[src/rtl/mem_if_pkg.sv]
// Shared types and defaults for the processor data-memory handshake responder.
package mem_if_pkg;

  typedef enum logic {IDLE, BUSY} resp_state_t;

  localparam int unsigned DATA_W_DEF = 16;
  localparam int unsigned ADDR_W_DEF = 12;
  // Wide enough for WAIT_CYCLES-1 with WAIT_CYCLES up to 15.
  localparam int unsigned WAIT_CNT_W = 4;

  localparam logic [DATA_W_DEF-1:0] DONE_ERR_DATA = '0;

endpackage

[src/rtl/data_mem_responder.sv]
// Responder for the processor data-memory handshake: wait-state insertion, address range
// checking and access statistics in front of a synchronous 1-cycle-read single-port RAM.
module data_mem_responder
  import mem_if_pkg::*;
#(
  parameter int unsigned DATA_W      = DATA_W_DEF,
  parameter int unsigned ADDR_W      = ADDR_W_DEF,
  parameter int unsigned WAIT_CYCLES = 1,
  parameter int unsigned CNT_W       = 16
) (
  input  logic              Clock,
  input  logic              ResetN,
  input  logic [15:0]       DataAddr,
  input  logic [DATA_W-1:0] DataOut,
  input  logic              WriteData,
  input  logic              ReadData,
  output logic [DATA_W-1:0] DataIn,
  output logic              DataDone,
  output logic [ADDR_W-1:0] MemAddr,
  output logic [DATA_W-1:0] MemWData,
  output logic              MemWren,
  input  logic [DATA_W-1:0] MemRData,
  output logic              AddrErr,
  output logic              ProtoErr,
  output logic [CNT_W-1:0]  RdCount,
  output logic [CNT_W-1:0]  WrCount
);

  resp_state_t           r_state;
  logic [WAIT_CNT_W-1:0] r_cnt;
  logic                  r_op_wr;
  logic                  r_in_range;
  logic [ADDR_W-1:0]     r_addr;

  logic w_in_range;
  logic w_req;

  // ADDR_W must be below 16 so that at least one upper address bit exists.
  assign w_in_range = (DataAddr[15:ADDR_W] == '0);
  assign w_req      = ReadData | WriteData;
  assign DataDone   = (r_state == IDLE);

  // Idle passes the request straight through so the RAM commits/samples on the accept edge.
  always_comb begin
    MemAddr  = r_addr;
    MemWData = DataOut;
    MemWren  = 1'b0;
    if (r_state == IDLE) begin
      MemAddr = DataAddr[ADDR_W-1:0];
      MemWren = WriteData & w_in_range & ResetN;
    end
  end

  always_ff @(posedge Clock or negedge ResetN) begin
    if (!ResetN) begin
      r_state    <= IDLE;
      r_cnt      <= '0;
      r_op_wr    <= 1'b0;
      r_in_range <= 1'b0;
      r_addr     <= '0;
      DataIn     <= '0;
      AddrErr    <= 1'b0;
      ProtoErr   <= 1'b0;
      RdCount    <= '0;
      WrCount    <= '0;
    end else begin
      case (r_state)
        IDLE: begin
          if (w_req) begin
            r_state    <= BUSY;
            r_cnt      <= WAIT_CNT_W'(WAIT_CYCLES - 1);
            r_op_wr    <= WriteData;
            r_addr     <= DataAddr[ADDR_W-1:0];
            r_in_range <= w_in_range;
            if (!w_in_range) AddrErr <= 1'b1;
            // A simultaneous read+write resolves to a write.
            if (WriteData) begin
              WrCount <= WrCount + CNT_W'(1);
              if (ReadData) ProtoErr <= 1'b1;
            end else begin
              RdCount <= RdCount + CNT_W'(1);
            end
          end
        end
        BUSY: begin
          if (r_cnt != '0) begin
            r_cnt <= r_cnt - WAIT_CNT_W'(1);
          end else begin
            r_state <= IDLE;
            if (!r_op_wr) DataIn <= r_in_range ? MemRData : DATA_W'(DONE_ERR_DATA);
          end
        end
        default: r_state <= IDLE;
      endcase
    end
  end

endmodule

[config.mk]
export PLATFORM = sky130hd
export DESIGN_NAME = data_mem_responder
export DESIGN_NICKNAME = d
export VERILOG_FILES = /design/src/rtl/mem_if_pkg.sv /design/src/rtl/data_mem_responder.sv
export SDC_FILE = /design/constraint.sdc
export NUM_CORES = 1
export LEC_CHECK = 0
export CAP_MARGIN = 0
export CORE_MARGIN = 2
export CORE_UTILIZATION = 46
export DETAILED_ROUTE_END_ITERATION = 7
export MAX_ROUTING_LAYER = met4
export PLACE_DENSITY = 0.83
export SLEW_MARGIN = 20
export SYNTH_ARGS = -nofsm -noshare
export SYNTH_HDL_FRONTEND = slang
export SYNTH_SLANG_ARGS = --single-unit
[constraint.sdc]
create_clock -name Clock -period 4.8 [get_ports Clock]
set_input_delay 0.48 -clock Clock [delete_from_list [all_inputs] [get_ports Clock]]
set_output_delay 0.48 -clock Clock [all_outputs]
set_load 0.005 [all_outputs]
* After elaboration in Yosys (flattened, before gate mapping) *
Cells that the tools add are included.

word-level totals
  bits in registers = 69
  input port bits = 52
  output and inout port bits = 80
  word-level logic and storage cells = 41

operators by class
  add/sub/neg operators = 3
  eq/ne operators = 2
  multiplexer cells = 9
  bitwise logic cells = 8
  reduce and logical (&&, ||, !) cells = 9

operators with widths
  cell                   count
  $add 16x1->16 const B  2
  $mux 16                1
  $mux 12                1
  $reduce_and 3->1       4
  $mux 4                 2
  $pmux 4 s2             1
  $not 1->1              5
  $logic_not 4->1        1
  $ne 2x1->1 const B     2
  $reduce_and 2->1       2
  $reduce_and 4->1       1
  $reduce_bool 4->1      1
  $sub 4x1->4 const B    1
  $mux 1                 3
  $and 1x1->1            2
  $pmux 1 s2             1
  $or 1x1->1             1

* Logic depth before layout (Yosys ltp) *
Gate-level depths: netlist of run 1.

  depth after elaboration = 4
  mapped depth = 8
  mapped depth without buffers = 6

* Worst setup path after synthesis of run 1 *
OpenSTA, ideal clock, no wires.

  kind = reg-to-reg
  start = register r_cnt[0]
  end = register DataIn[0]
  setup time = 0.117 ns
  arrival = 1.469 ns
  slack = 3.214 ns
  stages on the path, launching flop included = 9
  buffers on the path = 2
  cell sequence = dfrtp_1 > inv_1 > ha_1 > nand2b_1 > or4_1 > buf_6 > buf_8 > nand2_1 > nand2_1

between the ends
  cells in the longest elaborated chain, start to end = 3

ends and longest elaborated chain
  item                        RTL line                  RTL
  from (decl)                 data_mem_responder.sv:30  logic [WAIT_CNT_W-1:0] r_cnt;
  from (signal assigned)      data_mem_responder.sv:71  r_cnt <= WAIT_CNT_W'(WAIT_CYCLES - 1);
  from (signal assigned)      data_mem_responder.sv:87  r_cnt <= r_cnt - WAIT_CNT_W'(1);
  $reduce_bool 4->1           data_mem_responder.sv:86  if (r_cnt != '0) begin
  $not 1->1 (no line)         --
  $reduce_and 3->1 (no line)  --
  to (signal assigned)        data_mem_responder.sv:90  if (!r_op_wr) DataIn <= r_in_range ? MemRData : DATA_W'(DONE_ERR_DATA);
  to (decl)                   data_mem_responder.sv:17  output logic [DATA_W-1:0] DataIn,

Every way passes these cells.
A chain may end at the register's enable or synchronous reset.

* Worst setup path after layout of run 1 *
  start = input WriteData
  end = output MemWren

between the ends
  cells in the longest elaborated chain, start to end = 3

ends and longest elaborated chain
  item                      RTL line                  RTL
  from (decl)               data_mem_responder.sv:15  input logic WriteData,
  $and 1x1->1 (2 in a row)  data_mem_responder.sv:50  MemWren = WriteData & w_in_range & ResetN;
  $mux 1                    data_mem_responder.sv:48  if (r_state == IDLE) begin
  to (decl)                 data_mem_responder.sv:21  output logic MemWren,

Every way passes these cells.

==> summary.txt, run 1 <==
Routing
  – Routed Antenna Nets: 0
  – Residual DRC: 0
  – Vias per cell: between 5 and 6
  – Routed len/inst: between 10 and 15 µm
  – DRT Pass-1 Iters: 4
  – DRT iter0 DRCs: around 130
  – WL final: between 6000 and 7000 µm
  – Via Count: approximately 2300

Synth
  – Cells after Synth: roughly 280
  – EDFF count, synth: 0
  – Register area share after synthesis: a little over half
  – Post-synth ARST share: between 90% and 100%
  – Avg Cell Area, Syn: approximately 11 µm²
  – Area of the mapped netlist: ~0.0032 mm²
  – Synth Warn #: 0
  – Top_reg_cell synth: dfrtp_1
  – Synth cell types: 35
  – Number of synthesized register bits: 69
  – Post-Synthesis Net Count: about 330

Placed design
  – IO Port Bufs: 99
  – Dpl hpwl: 4536 µm
  – Routability cong.: around 0.75
  – Pre-CTS setup slack: roughly 1.9 ns

Timing
  – Final Max Slew Viols: 0
  – RSZ-0062 raised after global routing: false
  – Skew final: roughly 0.011 ns
  – Max_slew headroom: around two fifths
  – Final hold viol count: 0
  – Minimum clock period: approximately 2.8 ns
  – Fmax: approximately 350 MHz
  – Final Worst Setup Slack: 1.964 ns
  – Setup TNS: 0 ns
  – Final setup fails: 0
  – Worst-margin pin slew: 0.9214 ns
  – Crit share post-route: 59.08%

Power
  – Logic pwr share: a little over a fifth
  – Pint: roughly 1.2 mW
  – Switching pwr: around 0.41 mW
  – Clk pwr share: around a third
  – Peak VDD IR: ~0.19 mV
  – P_leak: around 2.0 nW
  – Power density over the cells: 369.9 mW/mm²
  – Share of power burned in registers: a little under half
  – Switching Fraction: between 20% and 30%

Cells and area
  – N_diodes: 0
  – Area grow syn2layout: 35.74%
  – Ratio of cells with drive above 1 in the final layout: ~14%
  – Post-layout util: 64.15%
  – Number of fillers in the final layout: 524
  – Total Nets Final: 418

Clock tree
  – Cts bufs inserted: 9
  – Worst skew pair latency: 0.35 ns
  – Sink Count: between 60 and 70
  – Reg clk slew, reported paths: roughly 0.08 ns
  – CTS H-tree lvls: 3
  – CTS Hold Buffers Added: 0
  – Max Buffers Root-to-Sink: 2
  – CTS Root Cell: clkbuf_8
  – Post-CTS Repair Setup Buffers: 0
  – CTS tree: yes
  – Gates resized, CTS repair: 0

Floorplanning
  – Rows: 30
  – IO Count: between 100 and 150
  – Die area: 0.007584 mm²
  – Die width: slightly below 90 µm
  – Die height: about 87 µm
  – Area of the core: between 0.006 and 0.007 mm²
  – Initial core utilization: 47.26%

Run status
  – Status: complete, no violations

Global route
  – Initial antenna violation count: 0
  – GRT Util Overall: between 10% and 20%
  – Pin count of the biggest net entering global routing: 52
  – Remaining Overflow, GRT: 0
  – First-pass GRT wire length: 10720 µm
  – Vias in the first global route: 2312

Setup path
  – Worst path arrival time: between 2 and 2.5 ns
  – R2r endpoint: DataIn[6]
  – CP Max Fanout: 7
  – Crit start category: primary input
  – R2R Path Start: r_state
  – Setup slack, reg-to-reg: about 2.6 ns
  – Crit Path Category: in2out
  – CP required: ~4.3 ns
  – Endpoint type of the worst setup path: primary output
  – Worst Reg-to-Reg Cells: 4

Min path
  – Worst hold-check path type: in2async

Flow run
  – MaxCap Viol Count: 0
-- synth_stat cells (2+ instances only) --
cell type / count / area [µm²]
dfrtp_1: 69 / 1727
nand2_1: 44 / 165.2
mux2_2: 27 / 304.0
nand3_1: 25 / 125.1
xnor2_1: 18 / 157.7
buf_4: 16 / 120.1
xor2_1: 13 / 113.9
and3_1: 10 / 62.56
nand4_1: 8 / 50.05
o21ai_0: 5 / 25.02
nor2_1: 4 / 15.01
nor3_1: 4 / 20.02
buf_2: 3 / 15.01
clkbuf_1: 3 / 11.26
ha_1: 3 / 37.54
inv_1: 3 / 11.26
and4_1: 2 / 17.52
buf_6: 2 / 22.52
nand2b_1: 2 / 12.51
-- cell families (layout without fill, tap and decap cells) --
group / count (synthesis) / in the layout / synth area share (%)
xor+xnor: 31 / 31 / 8.550
flops: 69 / 69 / 54.37
fa+ha+maj: 3 / 3 / 1.182
simple gates: 109 / 109 / 18.24
mux: 27 / 27 / 9.574
compound gates: 9 / 9 / 1.813
buf+inv: 29 / 120 / 6.264
-- how the worst max path moves through the flow --
stage | start | cells after the start | to | slack [ns]
after global routing | WriteData | 4 | MemWren | 1.86
final | WriteData | 4 | MemWren | 1.96
after floorplan | r_cnt[0] | 8 | DataIn[0] | 3.21
after global placement | WriteData | 4 | MemWren | 2.00
after detailed placement | WriteData | 4 | MemWren | 1.94
after CTS | WriteData | 4 | MemWren | 1.94
-- stage by stage --
step	cells	instance area (µm²)	hold slack [ns]	total power [mW]
finish	448	4310	0.06531	1.594
global route	448	4310	0.08708	1.677
CTS	448	4310	0.07303	1.610
detailed placement	432	4085	0.4493	1.074
global placement	432	4085	0.4411	1.066
floorplan	277	3176	0.1844	0.8771
-- per-layer routing --
layer | GRT usage [%] | wire length (µm) | vias up | part of all wire (%)
li1 | - | - | 1107 | -
met1 | 23.45 | 2922 | 1108 | 46
met2 | 28.04 | 2861 | 79 | 45
met3 | 5.403 | 453 | 16 | 7.1
met4 | 8.949 | 169 | 0 | 2.6
met5 | - | 0 | - | 0
-- area by class of cell --
class	count	area, µm²	area share [%]
tap	80	100.1	2.322
sequential	69	1727	40.06
inverter	4	15.01	0.3483
clock buffer	12	155.1	3.599
multi-input combinational	179	1250	29.00
clock inverter	4	70.07	1.626
timing repair buffer	100	993.5	23.05
-- worst max-delay path, cell delays in order --
cell and delay [ns]:
clkdlybuf4s50_1 0.64, nor2b_1 0.51, and3_1 0.22, clkdlybuf4s50_1 0.49
-- state kept, by name, summed over array words and instances, names as in the netlist --
register and flops:
r_cnt 4, r_state 1, AddrErr 1, RdCount 16, DataIn 16, r_in_range 1
r_op_wr 1, r_addr 12, ProtoErr 1, WrCount 16
-- power groups by stage --
stage | sequential, mW | clock, mW | combinational, mW
after floorplan | 0.723 | 0 | 0.155
after global placement | 0.736 | 0 | 0.330
after detailed placement | 0.739 | 0 | 0.335
after CTS | 0.729 | 0.544 | 0.337
after global routing | 0.742 | 0.572 | 0.363
final | 0.729 | 0.534 | 0.331
-- cells in the final DEF, fill, tap and decap left out, types with 3 or more instances in the layout --
master	Yosys	routed
and3_1	10	10
clkbuf_8	0	11
clkdlybuf4s50_1	0	98
dfrtp_1	69	69
ha_1	3	3
inv_1	3	3
mux2_2	27	27
nand2_1	44	44
nand3_1	25	25
nand4_1	8	8
nor2_1	4	4
nor3_1	4	4
o21ai_0	5	5
xnor2_1	18	18
xor2_1	13	13
(Power assumes the default switching activity.)
==> run 2: changes to the inputs <==
--- a/config.mk
+++ b/config.mk
@@ -7,10 +7,10 @@
 export LEC_CHECK = 0
 export CAP_MARGIN = 0
 export CORE_MARGIN = 2
-export CORE_UTILIZATION = 46
+export CORE_UTILIZATION = 43
 export DETAILED_ROUTE_END_ITERATION = 7
 export MAX_ROUTING_LAYER = met4
-export PLACE_DENSITY = 0.83
+export PLACE_DENSITY = 0.78
 export SLEW_MARGIN = 20
 export SYNTH_ARGS = -nofsm -noshare
 export SYNTH_HDL_FRONTEND = slang
==> constraint.sdc (replaced) <==
create_clock -name Clock -period 2.9 [get_ports Clock]
set_input_delay 0.29 -clock Clock [delete_from_list [all_inputs] [get_ports Clock]]
set_output_delay 0.29 -clock Clock [all_outputs]
set_load 0.005 [all_outputs]
==> run 2 against run 1 <==
  * Wire length rose by 2.5%
  * Count of clock-buffer cells in the layout fell by 1
  * Hold slack improved by 0.14 ns
  * Global-route usage fell by 0.79 points
  * Clock skew fell by 0.0034 ns
  * Sequential cell count did not move
  * Via count rose by 0.82%
  * Clock power rose by 42%
  * Register-to-register slack got worse by 1.8 ns
  * First-iteration DRC count fell by 24%
  * Utilization fell by 4.1 points
  * Largest cell class unchanged
==> summary.txt, run 2 (synthesis results as in run 1) <==
Min path
  – Worst hold-check path type: in2async

Global route
  – Pin count of the biggest net entering global routing: 70
  – GRT Util Overall: about 18%
  – First-pass GRT wire length: 11590 µm
  – Remaining Overflow, GRT: 0
  – Initial antenna violation count: 0
  – Vias in the first global route: about 2400

Floorplanning
  – Die height: between 80 and 90 µm
  – Initial core utilization: about 44%
  – Die area: about 0.0081 mm²
  – Rows: 31
  – Die width: 89.94 µm
  – IO Count: about 130
  – Area of the core: around 0.0072 mm²

Cells and area
  – Total Nets Final: ~420
  – Post-layout util: about three fifths
  – Area grow syn2layout: 36.37%
  – Largest registers: DataIn: 16 flops, RdCount: 16 flops, WrCount: 16 flops
  – Ratio of cells with drive above 1 in the final layout: 15.05%
  – Commonest cells after routing, fill and taps aside: clkdlybuf4s50_1, dfrtp_1, nand2_1, mux2_2, nand3_1
  – N_diodes: 0
  – Commonest non-fill, non-tap cell in the layout: clkdlybuf4s50_1

Timing
  – Hold_ws: 0.2011 ns
  – Final setup fails: 0
  – RSZ-0062 raised after global routing: false
  – Final hold viol count: 0
  – Worst-margin pin slew: around 0.89 ns
  – Fmax: between 400 and 500 MHz
  – Max_slew headroom: approximately 40%
  – Crit share post-route: between 70% and 80%
  – Setup TNS: 0 ns
  – Skew final: between 0.007 and 0.008 ns
  – Minimum clock period: 2.238 ns
  – Final Max Slew Viols: 0

Setup path
  – Endpoint type of the worst setup path: primary output
  – Crit Path Category: reg2out
  – Crit start category: flop
  – Worst path arrival time: ~2.0 ns
  – CP required: 2.61 ns
  – CP Max Fanout: 14

Routing
  – Routed Antenna Nets: 0
  – DRT iter0 DRCs: 101
  – Routed len/inst: roughly 14 µm
  – Via Count: between 2000 and 2500
  – Residual DRC: 0
  – WL final: 6565 µm
  – Vias per cell: roughly 4.9
  – DRT Pass-1 Iters: 4

Clock tree
  – Max Buffers Root-to-Sink: 2
  – Gates resized, CTS repair: 0
  – Post-CTS Repair Setup Buffers: 0
  – CTS Root Cell: clkbuf_8
  – CTS tree: yes
  – CTS H-tree lvls: 3
  – Reg clk slew, reported paths: around 0.070 ns
  – CTS Hold Buffers Added: 0
  – Sink Count: 69
  – Cts bufs inserted: 9
  – Worst skew pair latency: around 0.33 ns

Power
  – Power density over the cells: roughly 580 mW/mm²
  – Tot Pwr: approximately 2.5 mW
  – Peak VDD IR: roughly 0.28 mV
  – P_leak: 1.959 nW

Placed design
  – Dpl hpwl: ~4600 µm
  – IO Port Bufs: 99
  – Routability cong.: roughly 0.78

Flow run
  – MaxCap Viol Count: 0

Run status
  – Status: complete, no violations
## run 2: final cells by class
cell class              instances  area [µm²]
multi-input cells             179        1250
repair buffers                104        1023
inverters                       4       15.01
well taps                      99       123.9
fillers                       628        2884
flip-flops and latches         69        1727
clock inverters                 5       50.05
clock buffers                  11       141.4
## run 2: path summary, 6_finish.rpt
path | from | endpoint | slack [ns] | depth (start not counted)
setup / recovery | r_state | MemAddr[5] | 0.66 | 3
hold / removal | ResetN | RdCount[5] | 0.20 | 2
setup reg to reg | r_state | DataIn[2] | 0.79 | 5
hold reg to reg | DataIn[3] | DataIn[3] | 0.47 | 2
max in group asynchronous | ResetN | DataIn[3] | 2.15 | 2
min in group Clock | DataIn[3] | DataIn[3] | 0.47 | 2
## run 2: metrics by stage
stage,area [µm²],setup slack (ns),instances
floorplan,3176,1.314,277
global placement,4139,0.7419,455
detailed placement,4139,0.7493,455
CTS,4330,0.6427,471
global route,4330,0.5652,471
finish,4330,0.6619,471
## run 2: where the power goes
| group | internal [mW] | switching [mW] |
|---|---|---|
| Sequential | 1.08 | 0.121 |
| Combinational | 0.359 | 0.198 |
| Clock | 0.415 | 0.345 |
| Total | 1.85 | 0.665 |
## run 2: critical path, stage by stage (launching register included)
cell and delay, ns:
dfrtp_1 0.53, buf_4 0.28, mux2_2 0.36, clkdlybuf4s50_1 0.45
## run 2: metal layers
metal | GRT usage (%) | routed length (µm) | share of wire (%)
met5 | - | 0 | 0
met4 | 6.410 | 94 | 1.4
met3 | 5.448 | 479 | 7.3
met2 | 28.47 | 2990 | 46
met1 | 21.98 | 3000 | 46
==> run 3: changes to the inputs <==
--- a/config.mk
+++ b/config.mk
@@ -7,10 +7,10 @@
 export LEC_CHECK = 0
 export CAP_MARGIN = 0
 export CORE_MARGIN = 2
-export CORE_UTILIZATION = 43
+export CORE_UTILIZATION = 39
 export DETAILED_ROUTE_END_ITERATION = 7
 export MAX_ROUTING_LAYER = met4
-export PLACE_DENSITY = 0.78
+export PLACE_DENSITY = 0.75
 export SLEW_MARGIN = 20
 export SYNTH_ARGS = -nofsm -noshare
 export SYNTH_HDL_FRONTEND = slang
==> constraint.sdc (replaced) <==
create_clock -name Clock -period 2 [get_ports Clock]
set_input_delay 0.2 -clock Clock [delete_from_list [all_inputs] [get_ports Clock]]
set_output_delay 0.2 -clock Clock [all_outputs]
set_load 0.005 [all_outputs]
==> run 3 against run 2 <==
  * Clock skew up 0.0046 ns
  * Critical path depth unchanged
  * First-iteration DRC count down 15%
  * Sequential power up 45%
  * Combinational power up 47%
  * Non-clock buffer count up 3
  * Cell area up 0.38%
  * Count of clock-buffer cells in the layout up 1
==> summary.txt, run 3 (synthesis results as in run 1) <==
Routing
  – Routed Antenna Nets: 0
  – Via Count: 2336
  – WL final: 6792 µm
  – DRT iter0 DRCs: 86
  – Residual DRC: 0
  – DRT Pass-1 Iters: 4
  – Routed len/inst: around 14 µm
  – Vias per cell: 4.918

Clock tree
  – Sink Count: between 60 and 70
  – Reg clk slew, reported paths: around 0.070 ns
  – CTS Hold Buffers Added: 0
  – CTS tree: yes
  – Max Buffers Root-to-Sink: 2
  – CTS H-tree lvls: 3
  – Cts bufs inserted: 9
  – Worst skew pair latency: about 0.33 ns
  – CTS Root Cell: clkbuf_8

Setup path
  – R2R Path Start: r_cnt[0]
  – Worst path arrival time: 1.71 ns
  – Endpoint type of the worst setup path: primary output
  – Crit-path slowest cell: clkdlybuf4s50_1
  – Crit start category: flop
  – Crit Path Category: reg2out
  – Critical-path cell list: buf_8 -> mux2_2 -> clkdlybuf4s50_1
  – CP startpoint: r_state
  – Critical Path Max Stage Delay: around 0.45 ns
  – CP Max Fanout: 16
  – CP required: about 1.8 ns

Timing
  – Max_slew headroom: roughly 43%
  – Setup TNS: 0 ns
  – Final hold viol count: 0
  – Worst-margin pin slew: approximately 0.85 ns
  – Skew final: ~0.012 ns
  – Final setup fails: 0
  – Final Max Slew Viols: 0
  – Fmax: about 520 MHz
  – Hold_ws: 0.1249 ns
  – RSZ-0062 raised after global routing: false
  – Minimum clock period: about 1.9 ns
  – Final Worst Setup Slack: around 0.091 ns
  – Crit share post-route: approximately 95%

Cells and area
  – Commonest cells after routing, fill and taps aside: clkdlybuf4s50_1, dfrtp_1, nand2_1, mux2_2, nand3_1
  – Fin cells: 475
  – Ratio of cells with drive above 1 in the final layout: between 10% and 20%
  – N_diodes: 0
  – Post-layout util: between 50 and 60%
  – Total Nets Final: 425
  – Largest registers: DataIn: 16 flops, RdCount: 16 flops, WrCount: 16 flops
  – Commonest non-fill, non-tap cell in the layout: clkdlybuf4s50_1
  – Area grow syn2layout: 36.88%

Placed design
  – Routability cong.: around 0.76
  – Pre-CTS setup slack: between 0.04 and 0.05 ns
  – DP Cell Count: 460
  – Dpl hpwl: 4897 µm
  – IO Port Bufs: 99

Run status
  – Status: complete, no violations

Power
  – Power density over the cells: 813.1 mW/mm²
  – Peak VDD IR: ~0.38 mV
  – P_leak: between 1.5 and 2 nW

Flow run
  – MaxCap Viol Count: 0

Min path
  – Worst hold-check path type: in2async

Global route
  – Remaining Overflow, GRT: 0
  – Vias in the first global route: around 2400
  – Initial antenna violation count: 0
  – Pin count of the biggest net entering global routing: 70
  – GRT Util Overall: 16.68%
  – First-pass GRT wire length: around 11000 µm

Floorplanning
  – Initial core utilization: 40.67%
  – Die width: ~94 µm
  – IO Count: approximately 130
  – Die height: around 94 µm
  – Area of the core: roughly 0.008 mm²
  – Rows: 32
  – Die area: just under 0.009 mm²
==> run 3: changes by cell type in the layout (fill, tap and decap cells not counted), sizes merged <==
| cell | delta |
|---|---|
| buf | +3 |
| bufinv | -1 |
| clkbuf | +1 |
| clkinv | -2 |
==> run 3: per-layer routing <==
layer / wire [µm] / global-route usage (%) / part of all wire (%)
met1: 2830 / 19.64 / 42
met2: 3159 / 26.31 / 47
met3: 657 / 5.297 / 9.7
met4: 145 / 7.367 / 2.1
met5: 0 / - / 0
==> run 3: metrics by stage <==
step / instance area [µm²] / total power [mW]
after floorplan: 3176 / 2.105
after global placement: 4158 / 2.558
after detailed placement: 4158 / 2.583
after CTS: 4338 / 3.583
after global routing: 4347 / 3.745
final: 4347 / 3.534
==> run 3: area by class of cell <==
cell class | count | area, µm²
Multi-Input combinational cell | 179 | 1259
Clock buffer | 12 | 155.1
Tap cell | 102 | 127.6
Inverter | 4 | 15.01
Timing Repair Buffer | 107 | 1054
Clock inverter | 2 | 10.01
Fill cell | 679 | 3461
Sequential cell | 69 | 1727
==> run 3: path summary, 6_finish.rpt <==
check / endpoint / slack (ns) / cells after the start
worst min-delay path: RdCount[14] / 0.12 / 2
worst min register to register: RdCount[15] / 0.46 / 1
worst max-delay path: MemAddr[6] / 0.09 / 3
max in group asynchronous: r_addr[10] / 1.33 / 2
worst max register to register: DataIn[3] / 0.16 / 6
min in group Clock: MemWData[8] / 0.40 / 0
==> run 3: critical path: cells and delay by family (launching register included) <==
kind	cells	cell delay [ns]
flip-flops	1	0.38
multiplexers	1	0.36
buffers and inverters	2	0.63
==> run 3: power breakdown <==
group          switching [mW]  leakage, nW  internal (mW)
combinational           0.289        0.977          0.530
sequential              0.178        0.897           1.56
clock                   0.474       0.0881          0.500
total                   0.940         1.96           2.59
==> run 3: what timing repair did <==
action                     in CTS  in global routing
setup endpoints to repair      12                  1
gates resized for setup         2                  2
buffers inserted                1                  0
